<file path="src/rtl/mult_seq_ctrl.sv">
// Sequencing controller for the shift-add multiplier: WIDTH iterations per multiply, run/ready handshake.
// Define MULT_CTRL_TWO_PHASE_EN to split each iteration into separate ADD and SHIFT cycles.
module mult_seq_ctrl #(
   parameter int WIDTH = 32,
   parameter int CNT_W = $clog2(WIDTH) + 1
) (
   input  logic             clk,
   input  logic             reset,
   input  logic             run,
   input  logic             product_lsb,
   output logic             load_ctrl,
   output logic             alu_en,
   output logic             w_ctrl,
   output logic             srl_ctrl,
   output logic             ready,
   output logic             busy,
   output logic [CNT_W-1:0] iter
);

   localparam logic [2:0] ST_IDLE  = 3'd0;
   localparam logic [2:0] ST_LOAD  = 3'd1;
   localparam logic [2:0] ST_DONE  = 3'd3;
`ifdef MULT_CTRL_TWO_PHASE_EN
   localparam logic [2:0] ST_ADD   = 3'd4;
   localparam logic [2:0] ST_SHIFT = 3'd5;
   localparam logic [2:0] ST_FIRST = ST_ADD;
`else
   localparam logic [2:0] ST_CALC  = 3'd2;
   localparam logic [2:0] ST_FIRST = ST_CALC;
`endif

   localparam logic [CNT_W-1:0] ITER_LAST = CNT_W'(WIDTH - 1);
   localparam logic [CNT_W-1:0] ITER_ONE  = CNT_W'(1);

   logic [2:0]       state_q, state_d;
   logic [CNT_W-1:0] iter_q, iter_d;

   // NOTE: every variable assigned in always_comb gets a default first, so no path can infer a latch.
   always_comb begin
      state_d = state_q;
      iter_d  = iter_q;
      case (state_q)
         ST_IDLE: begin
            if (run) begin
               state_d = ST_LOAD;
               iter_d  = '0;
            end
         end
         ST_LOAD: begin
            state_d = ST_FIRST;
            iter_d  = '0;
         end
`ifdef MULT_CTRL_TWO_PHASE_EN
         ST_ADD: begin
            state_d = ST_SHIFT;
         end
         ST_SHIFT: begin
            iter_d  = iter_q + ITER_ONE;
            state_d = (iter_q == ITER_LAST) ? ST_DONE : ST_ADD;
         end
`else
         ST_CALC: begin
            iter_d  = iter_q + ITER_ONE;
            state_d = (iter_q == ITER_LAST) ? ST_DONE : ST_CALC;
         end
`endif
         ST_DONE: begin
            if (!run) state_d = ST_IDLE;
         end
         default: begin
            state_d = ST_IDLE;
            iter_d  = '0;
         end
      endcase
   end

   // w_ctrl/alu_en follow product_lsb combinationally: Product adds and shifts on the same edge.
   always_comb begin
      load_ctrl = 1'b0;
      alu_en    = 1'b0;
      w_ctrl    = 1'b0;
      srl_ctrl  = 1'b0;
      ready     = 1'b0;
      busy      = 1'b0;
      case (state_q)
         ST_LOAD: begin
            load_ctrl = 1'b1;
            busy      = 1'b1;
         end
`ifdef MULT_CTRL_TWO_PHASE_EN
         ST_ADD: begin
            busy   = 1'b1;
            alu_en = product_lsb;
            w_ctrl = product_lsb;
         end
         ST_SHIFT: begin
            busy     = 1'b1;
            srl_ctrl = 1'b1;
         end
`else
         ST_CALC: begin
            busy     = 1'b1;
            srl_ctrl = 1'b1;
            alu_en   = product_lsb;
            w_ctrl   = product_lsb;
         end
`endif
         ST_DONE: begin
            ready = 1'b1;
         end
         default: ;
      endcase
   end

   // NOTE: state flops use non-blocking assignments; reset is synchronous and overrides every state.
   always_ff @(posedge clk) begin
      if (!reset) begin
         state_q <= ST_IDLE;
         iter_q  <= '0;
      end else begin
         state_q <= state_d;
         iter_q  <= iter_d;
      end
   end

   assign iter = iter_q;

endmodule

</file>
<file path="config.mk">
export PLATFORM = sky130hd
export DESIGN_NAME = mult_seq_ctrl
export DESIGN_NICKNAME = d
export VERILOG_FILES = /design/src/rtl/mult_seq_ctrl.sv
export SDC_FILE = /design/constraint.sdc
export NUM_CORES = 1
export LEC_CHECK = 0
export ABC_AREA = 1
export BUFFER_PORTS_ARGS = -buffer_cell sky130_fd_sc_hd__buf_2
export CORE_AREA = 4 4 41 43
export CTS_CLUSTER_DIAMETER = 50
export DETAILED_ROUTE_END_ITERATION = 7
export DIE_AREA = 0 0 45 47
export PLACE_DENSITY = 0.67
export SYNTH_ARGS = -nofsm -noshare
export SYNTH_HDL_FRONTEND = slang
export SYNTH_SLANG_ARGS = --single-unit
</file>
<file path="constraint.sdc">
create_clock -name clk -period 1.5 [get_ports clk]
set_clock_uncertainty 0.05 [all_clocks]
set_input_delay 0.3 -clock clk [delete_from_list [all_inputs] [get_ports clk]]
set_output_delay 0.3 -clock clk [all_outputs]
set_load 0.02 [all_outputs]
</file>
==> results of run 1 <==
## metal layers
layer,up-vias,GRT usage,wire (um),share of wire
met5,-,0,0,0
met4,0,0.0526,5,0.0047
met3,2,0.0345,54,0.051
met2,12,0.178,463,0.44
met1,219,0.142,536,0.51
li1,263,-,-,-
## power by group through the flow
stage	Clock (uW)	Sequential [uW]	Combinational, uW
global placement	0	237	137
floorplan	0	240	101
finish	163	235	141
CTS	171	234	138
detailed placement	0	238	137
global route	185	236	159
## cell families after synthesis
| family | synth area share |
|---|---|
| and+or+nand+nor | 0.352 |
| buffers and inverters | 0.104 |
| adders and majority gates | 0.124 |
| AOI/OAI and AO/OA | 0.0844 |
| DFF | 0.318 |
| xor gates and xnor gates | 0.0174 |
## worst max-delay path, stage by stage, from the launching register on
cell and delay [ns]:
dfxtp_2 0.36, inv_2 0.05, ha_1 0.29, buf_2 0.16
## synthesized netlist by cell type
| library cell | number | area, um^2 |
|---|---|---|
| nand4_1 | 1 | 6.26 |
| o21bai_1 | 1 | 7.51 |
| inv_1 | 11 | 41.3 |
| nor2_4 | 1 | 11.3 |
| xor2_1 | 1 | 8.76 |
| nor3b_1 | 1 | 7.51 |
| dfxtp_1 | 8 | 160 |
| a21oi_1 | 7 | 35.0 |
| nor2_1 | 5 | 18.8 |
| nor2_2 | 1 | 6.26 |
| nand3_1 | 7 | 35.0 |
| ha_1 | 5 | 62.6 |
| buf_4 | 1 | 7.51 |
| nand2_4 | 1 | 11.3 |
| nand2_2 | 1 | 6.26 |
| nand2_1 | 20 | 75.1 |
| inv_2 | 1 | 3.75 |
## final timing paths
| path | cells after the start | slack, ns | startpoint | to |
|---|---|---|---|---|
| max | 3 | 0.04 | state_q[0] | busy |
| min | 3 | 0.29 | reset | state_q[0] |
| max reg2reg | 6 | 0.17 | state_q[0] | iter[5] |
| min reg2reg | 2 | 0.47 | state_q[1] | state_q[1] |
## metrics by stage
stage / cell area, um^2 / setup slack, ns / utilization
final: 631 / 0.0397 / 0.485
after global placement: 591 / 0.171 / 0.454
after floorplan: 504 / 0.0402 / -
after detailed placement: 591 / 0.111 / 0.454
after global routing: 631 / -0.0277 / 0.485
after CTS: 618 / 0.00447 / 0.475
## sequential cells by signal, indices dropped and copies added (netlist names)
name     flops
iter         6
state_q      2
## final cells by class
cell class | count | area (um^2) | share of cell area
repair buffers | 16 | 87.6 | 0.139
multi-input cells | 52 | 294 | 0.466
clock buffers | 3 | 22.5 | 0.0357
flip-flops and latches | 8 | 163 | 0.258
well taps | 15 | 18.8 | 0.0298
inverters | 12 | 45.0 | 0.0714
## what timing repair did
action                                  in CTS  in global routing
setup buffers                                0                  1
gates resized for setup                      3                  3
hold buffers                                 0                  0
pin swaps                                    0                  0
endpoints found under the setup margin       3                  4
==> run_results.csv, run 1 <==
group,metric,value,unit
run_status,outcome,"complete, no violations",
critical_path,end_kind,"primary output",
clocking,clock_latency,0.25,ns
timing,timing.fmax,685,MHz
placed_design,dp_cells,102,
clocking,htree_levels,1,
critical_path,worstPathMaxFanout,4,
critical_path,start_kind,"flop",
cells_and_area,antenna_cells,0,
critical_path,critical_path_required,1.15,ns
route,first_pass_iters,4,
pwr,netSwitchingPower,175,uW
timing,worstMarginPinSlew,0.288,ns
pwr,p_leak,0.000332,uW
route,vias_per_cell,4.68,
clocking,cts_tree,"built",
pwr,seqPwrFrac,0.436,
clocking,clk_pin_slew_worst_paths,0.05,ns
route,wl,1.06,mm
pwr,powerDensity,855,mW/mm^2
route,dr_total_vias,496,
synth,synth_seq_cells,8,
timing,setup_viol,0,
global_routing,antenna_found_initial,0,
cells_and_area,area_growth,25.1,%
pwr,comb_power_share,0.261,
pwr,total_power,539,uW
global_routing,grt_pass1_wl,1.76,mm
route,detail-route-antenna-nets,0,
global_routing,overflow,0,
timing,hold_ws,0.287,ns
synth,netlist_area,504,um^2
route,drt_iter0_drc,11,
clocking,clock_path_buffers,2,
pwr,pwr-share-clk,0.303,
timing,rsz0062_at_grt,"yes",
critical_path,cp.arrival,1.11,ns
die,initial_core_util,0.388,
die,fp.coreArea,0.00130,mm^2
cells_and_area,fin_cells,106,
cells_and_area,final_common_cell,"nand2_1",
placed_design,dpl.hpwl,857,um
route,wl_per_cell,9.99,um
die,rows,13,
timing,min_period,1.46,ns
timing,drv_slew,0,
synth,ys_seq_area_frac,0.318,
cells_and_area,nNetsFinal,102,
synth,synth.distinct_cells,17,
clocking,cts.sinks,8,
clocking,cts_buffers,3,
synth,postSynthNetCount,82,
cells_and_area,final_cell_mix,"nand2_1 (20), buf_2 (13), inv_1 (10)",
pwr,ir_worst_vdd,0.000429,V
pwr,p_int,365,uW
pwr,swShare,0.324,
global_routing,grt_max_degree,7,
min_path,worstHoldPathType,"input port to flop",
placed_design,port_buffers,15,
cells_and_area,fillers,149,
die,die_y,47,um
timing,hold_viol_final,0,
global_routing,grt_pass1_vias,449,
synth,syn_area_per_cell,6.91,um^2
route,drc,0,
placed_design,gp_congestion,0.763,
timing,setup_tns,0,ns
timing,finalCritPeriodShare,0.974,
job,cap_violations,0,
cells_and_area,drive_above_1_share,0.308,
synth,yosys_warnings,0,
die,ios,16,
critical_path,critPathKind,"flop to primary output",
synth,synth_cells,73,
die,die-area,0.00212,mm^2
global_routing,grt_use_total,0.113,
timing,max-slew-margin-rel,0.808,
die,die-width,45,um
clocking,clock-root-buffer,"clkbuf_4",
No activity file was read; power rests on OpenSTA's default activity.
==> inputs of run 2 (changes only) <==
Settings changed: MAX_ROUTING_LAYER from default to met4.
==> run 2 against run 1 <==
Register-to-register slack about the same. Via count unchanged. Sequential power about the same. Highest routed layer unchanged.
==> run_results.csv, run 2 (synthesis results as in run 1) <==
group,metric,value,unit
global_routing,overflow,0,
die,die_y,47,um
route,first_pass_iters,4,
critical_path,cp.arrival,1.11,ns
timing,max-slew-margin-rel,0.808,
route,wl_per_cell,9.98,um
cells_and_area,fin_cells,106,
die,die-width,45,um
critical_path,path_delay_family,"flip-flops",
pwr,ir_worst_vdd,0.000429,V
die,fp.coreArea,0.00130,mm^2
placed_design,dp_cells,102,
placed_design,dpl_cell_area,591,um^2
placed_design,place_ws,0.111,ns
timing,min_period,1.46,ns
cells_and_area,nNetsFinal,102,
cells_and_area,drive_above_1_share,0.308,
route,vias_per_cell,4.68,
min_path,worstHoldStart,"reset",
cells_and_area,area_growth,25.1,%
critical_path,worstPathMaxFanout,4,
timing,timing.final.ws_setup,0.0397,ns
timing,finalCritPeriodShare,0.974,
clocking,clock-root-buffer,"clkbuf_4",
die,ios,16,
clocking,clk_pin_slew_worst_paths,0.05,ns
clocking,cts_buffers,3,
global_routing,grt_pass1_vias,450,
timing,rsz0062_at_grt,"yes",
clocking,cts.sinks,8,
global_routing,grt_use_total,0.117,
die,rows,13,
timing,hold_viol_final,0,
global_routing,antenna_found_initial,0,
cells_and_area,antenna_cells,0,
cells_and_area,final_common_cell,"nand2_1",
timing,worstMarginPinSlew,0.288,ns
critical_path,cp_num_buf_inv,2,
route,drt_iter0_drc,11,
die,die-area,0.00212,mm^2
route,detail-route-antenna-nets,0,
clocking,cts_tree,"built",
timing,drv_slew,0,
run_status,outcome,"complete, no violations",
critical_path,worstPathCellList,"inv_2 > ha_1 > buf_2",
pwr,p_leak,0.000332,uW
min_path,worstHoldPathType,"input port to flop",
critical_path,start_kind,"flop",
route,drc,0,
global_routing,grt_max_degree,7,
job,cap_violations,0,
critical_path,critPathKind,"flop to primary output",
clocking,clock_path_buffers,2,
critical_path,critical_path_required,1.15,ns
cells_and_area,fin_area,631,um^2
pwr,powerDensity,855,mW/mm^2
cells_and_area,largest_reg_flops,6,
clocking,clock_latency,0.25,ns
route,wl,1.06,mm
critical_path,critPathSlowestCell,"dfxtp_2",
placed_design,gp_congestion,0.773,
pwr,total_power,539,uW
placed_design,dpl.hpwl,857,um
route,dr_total_vias,496,
die,initial_core_util,0.388,
timing,setup_viol,0,
clocking,htree_levels,1,
critical_path,r2r-start,"state_q[0]",
critical_path,crit_start,"state_q[0]",
cells_and_area,final_cell_mix,"nand2_1 (20), buf_2 (13), inv_1 (10)",
global_routing,grt_pass1_wl,1.75,mm
critical_path,slowest_delay,0.36,ns
timing,timing.fmax,685,MHz
placed_design,port_buffers,15,
critical_path,end_kind,"primary output",
## run 2: metal layers
layer | vias to the layer above | track usage | part of all wire
met3 | 2 | 0.0345 | 0.052
met4 | 0 | 0.0526 | 0.0047
met1 | 219 | 0.142 | 0.50
met5 | - | - | 0
li1 | 263 | - | -
met2 | 12 | 0.178 | 0.44
## run 2: worst paths after layout
| path | to | slack, ns | depth (start not counted) |
|---|---|---|---|
| min | state_q[0] | 0.29 | 3 |
| min reg2reg | state_q[1] | 0.47 | 2 |
| max | busy | 0.04 | 3 |
| max reg2reg | iter[5] | 0.17 | 6 |
## run 2: timing repair
| item | in CTS | in global routing |
|---|---|---|
| gates resized for setup | 3 | 3 |
| hold buffers | 0 | 0 |
| endpoints found under the setup margin | 3 | 4 |
| buffers inserted | 0 | 1 |
## run 2: final cells by class
cell class	count	area, um^2
clock buffers	3	22.5
fillers	149	671
inverters	12	45.0
multi-input cells	52	294
flip-flops and latches	8	163
well taps	15	18.8
repair buffers	16	87.6
## run 2: through the flow
stage | setup TNS, ns | util | hold slack, ns
floorplan | 0 | - | 0.401
CTS | 0 | 0.475 | 0.281
global route | -0.0399 | 0.485 | 0.298
global placement | 0 | 0.454 | 0.450
detailed placement | 0 | 0.454 | 0.459
finish | 0 | 0.485 | 0.287
## run 2: report_power, final
group | switching (uW) | internal (uW) | total [uW]
Sequential | 11.7 | 223 | 235
Combinational | 91.1 | 49.7 | 141
Clock | 72.0 | 91.5 | 163
Total | 175 | 365 | 539
## run 2: tightest hold or removal path, stage by stage
cell     delay (ns)
buf_2          0.09
inv_1          0.06
a21oi_1        0.10
==> inputs of run 3 (changes only) <==
Settings changed: ABC_AREA 1 to default, SLEW_MARGIN from default to 25.
==> run 3 against run 2 <==
Final area grew 25%. Sequential share of layout area fell by 5.2 points. Utilization up 12 points. Via count grew 4.0%. Clock power rose by 3%. Setup slack worse by 0.039 ns. First-iteration DRC count fell by 27%. Cell count decreased by 6.6%. Register-to-register slack got worse by 0.12 ns. Wire length rose by 22%. Largest cell class unchanged.
==> run_results.csv, run 3 <==
group,metric,value,unit
run_status,outcome,"complete, no violations",
clocking,cts_buffers,3,
timing,setup_viol,0,
timing,finalCritPeriodShare,0.999,
synth,synth.largest_area_cell,"dfxtp_1",
route,wl,1.30,mm
die,ios,16,
min_path,hold_path_end,"state_q[0]",
cells_and_area,area_growth,58.8,%
clocking,cts_tree,"built",
job,cap_violations,0,
cells_and_area,largest_reg_flops,6,
pwr,powerDensity,1020,mW/mm^2
route,detail-route-antenna-nets,0,
global_routing,overflow,0,
critical_path,rr_worst_depth,5,
route,first_pass_iters,4,
timing,max-slew-margin-rel,0.776,
critical_path,worstPathCellList,"inv_2 > buf_6 > ha_4 > and2_4 > buf_6",
timing,drv_slew,0,
synth,postSynthNetCount,64,
critical_path,slowest_delay,0.33,ns
synth,synth_most_common_cell,"dfxtp_1",
synth,synthTopCellsByCount,"dfxtp_1 (8), a21oi_1 (6), ha_1 (5)",
critical_path,critPathKind,"flop to primary output",
synth,muxShareOfSynthArea,0.0603,
die,die-width,45,um
critical_path,end_kind,"primary output",
synth,synthXorXnorAreaFrac,0,
cells_and_area,final_common_cell,"buf_4",
placed_design,dpl_cell_area,623,um^2
route,wl_per_cell,13.1,um
global_routing,grt_max_degree,19,
synth,synth_seq_cells,8,
min_path,worstHoldPathType,"input port to flop",
global_routing,grt_pass1_vias,439,
synth,synth.distinct_cells,26,
route,dr_total_vias,516,
placed_design,dpl.hpwl,786,um
cells_and_area,final_cell_mix,"buf_4 (13), buf_2 (11), dfxtp_1 (6)",
die,rows,13,
synth,synth_top_family_by_area,"simple AND/OR/NAND/NOR gates",
critical_path,worst-r2r-setup-slack,0.05,ns
die,initial_core_util,0.383,
min_path,min_path_cells,2,
synth,ys_seq_area_frac,0.322,
min_path,worstHoldStart,"reset",
placed_design,port_buffers,15,
route,drt_iter0_drc,8,
clocking,cts_hold_buf,0,
cells_and_area,nNetsFinal,95,
synth,syn_area_per_cell,9.05,um^2
clocking,clock_path_buffers,2,
global_routing,antenna_found_initial,0,
synth,synthTopCellsByArea,"dfxtp_1 (32%), ha_1 (13%), a21oi_1 (6.0%), mux2i_1 (6.0%), o311ai_0 (3.5%)",
clocking,clock_latency,0.25,ns
synth,yosys_warnings,0,
critical_path,cp.arrival,1.15,ns
critical_path,critPathSlowestCell,"dfxtp_2",
critical_path,cpMostUsedCell,"buf_6",
global_routing,grt_use_total,0.125,
synth,synthAdderAreaFrac,0.126,
clocking,clk_pin_slew_worst_paths,0.05,ns
timing,timing.fmax,667,MHz
synth,async_flop_share,0,
synth,synth_edf_count,0,
synth,synthSimpleGateAreaFrac,0.214,
route,drc,0,
synth,synth_cells,55,
pwr,ir_worst_vdd,0.000644,V
synth,netlist_area,498,um^2
critical_path,start_kind,"flop",
die,die_y,47,um
critical_path,r2r-start,"state_q[1]",
timing,worstMarginPinSlew,0.332,ns
synth,ys.flop_type,"dfxtp_1",
pwr,p_leak,0.000340,uW
timing,min_period,1.50,ns
cells_and_area,fin_area,791,um^2
synth,synth_compound_area_frac,0.209,
timing,hold_viol_final,0,
route,vias_per_cell,5.21,
global_routing,grt_pass1_wl,1.85,mm
die,fp.coreArea,0.00130,mm^2
clocking,htree_levels,1,
clocking,clock-root-buffer,"clkbuf_4",
die,die-area,0.00212,mm^2
cells_and_area,fillers,122,
timing,rsz0062_at_grt,"yes",
critical_path,worstPathMaxFanout,4,
clocking,cts.sinks,8,
timing,setup_tns,0,ns
placed_design,gp_congestion,0.743,
critical_path,critical_path_required,1.15,ns
synth,synth_top_area_share,0.322,
cells_and_area,antenna_cells,0,
cells_and_area,drive_above_1_share,0.524,
critical_path,reg2reg_to,"iter[1]",
==> run 3: worst max-delay path by stage <==
stage               slack [ns]  startpoint          to  cells after the start
floorplan                0.002  state_q[0]     iter[4]                      5
global placement         -0.13  state_q[0]  state_q[0]                      5
detailed placement       -0.18  state_q[0]     iter[5]                      5
CTS                      -0.02  state_q[1]       ready                      3
global route             -0.04  state_q[0]      w_ctrl                      5
finish                  0.0009  state_q[0]      alu_en                      5
==> run 3: critical path, delay by kind of cell, from the launching register on <==
kind	cells	cell delay, ns
flops	1	0.33
simple gates	1	0.14
buf+inv	3	0.27
fa+ha+maj	1	0.15
==> run 3: cell type report <==
type / instances / area, um^2 / area share
clock buffer: 3 / 22.5 / 0.0285
inverter: 3 / 11.3 / 0.0142
timing repair buffer: 28 / 206 / 0.261
tap: 15 / 18.8 / 0.0237
multi-input combinational: 42 / 369 / 0.467
sequential: 8 / 163 / 0.206
==> run 3: through the flow <==
step                      cells  power [uW]  hold WS (ns)  setup WS [ns]   util
after floorplan              55         437         0.368        0.00208      -
after detailed placement     89         522         0.457         -0.178  0.479
after CTS                    93         740         0.262        -0.0174  0.540
after global routing         99         865         0.285        -0.0378  0.608
final                        99         810         0.289       0.000887  0.608
after global placement       89         518         0.446         -0.132  0.479
==> run 3: timing repair <==
action,CTS,global route
buffers inserted,1,5
setup endpoints to repair,11,9
resized for setup,13,9
cloned,0,1
pin swaps,2,2
==> run 3: cell families (layout without fill, tap and decap cells) <==
logic type / count (synthesis) / after routing
mux: 3 / 3
buf+inv: 6 / 34
fa+ha+maj: 5 / 5
simple gates: 17 / 18
compound gates: 16 / 16
flops: 8 / 8
==> run 3: where the power goes <==
group,total [uW],internal [uW],switching [uW]
Sequential,246,232,13.9
Clock,168,91.8,76.0
Combinational,396,202,195
Total,810,526,284
==> run 3: layer usage <==
layer,global-route usage,vias up,wire length (um)
met1,0.146,240,527
li1,-,262,-
met4,0.0351,0,6
met3,0.0460,2,69
met2,0.201,12,692
met5,-,-,0
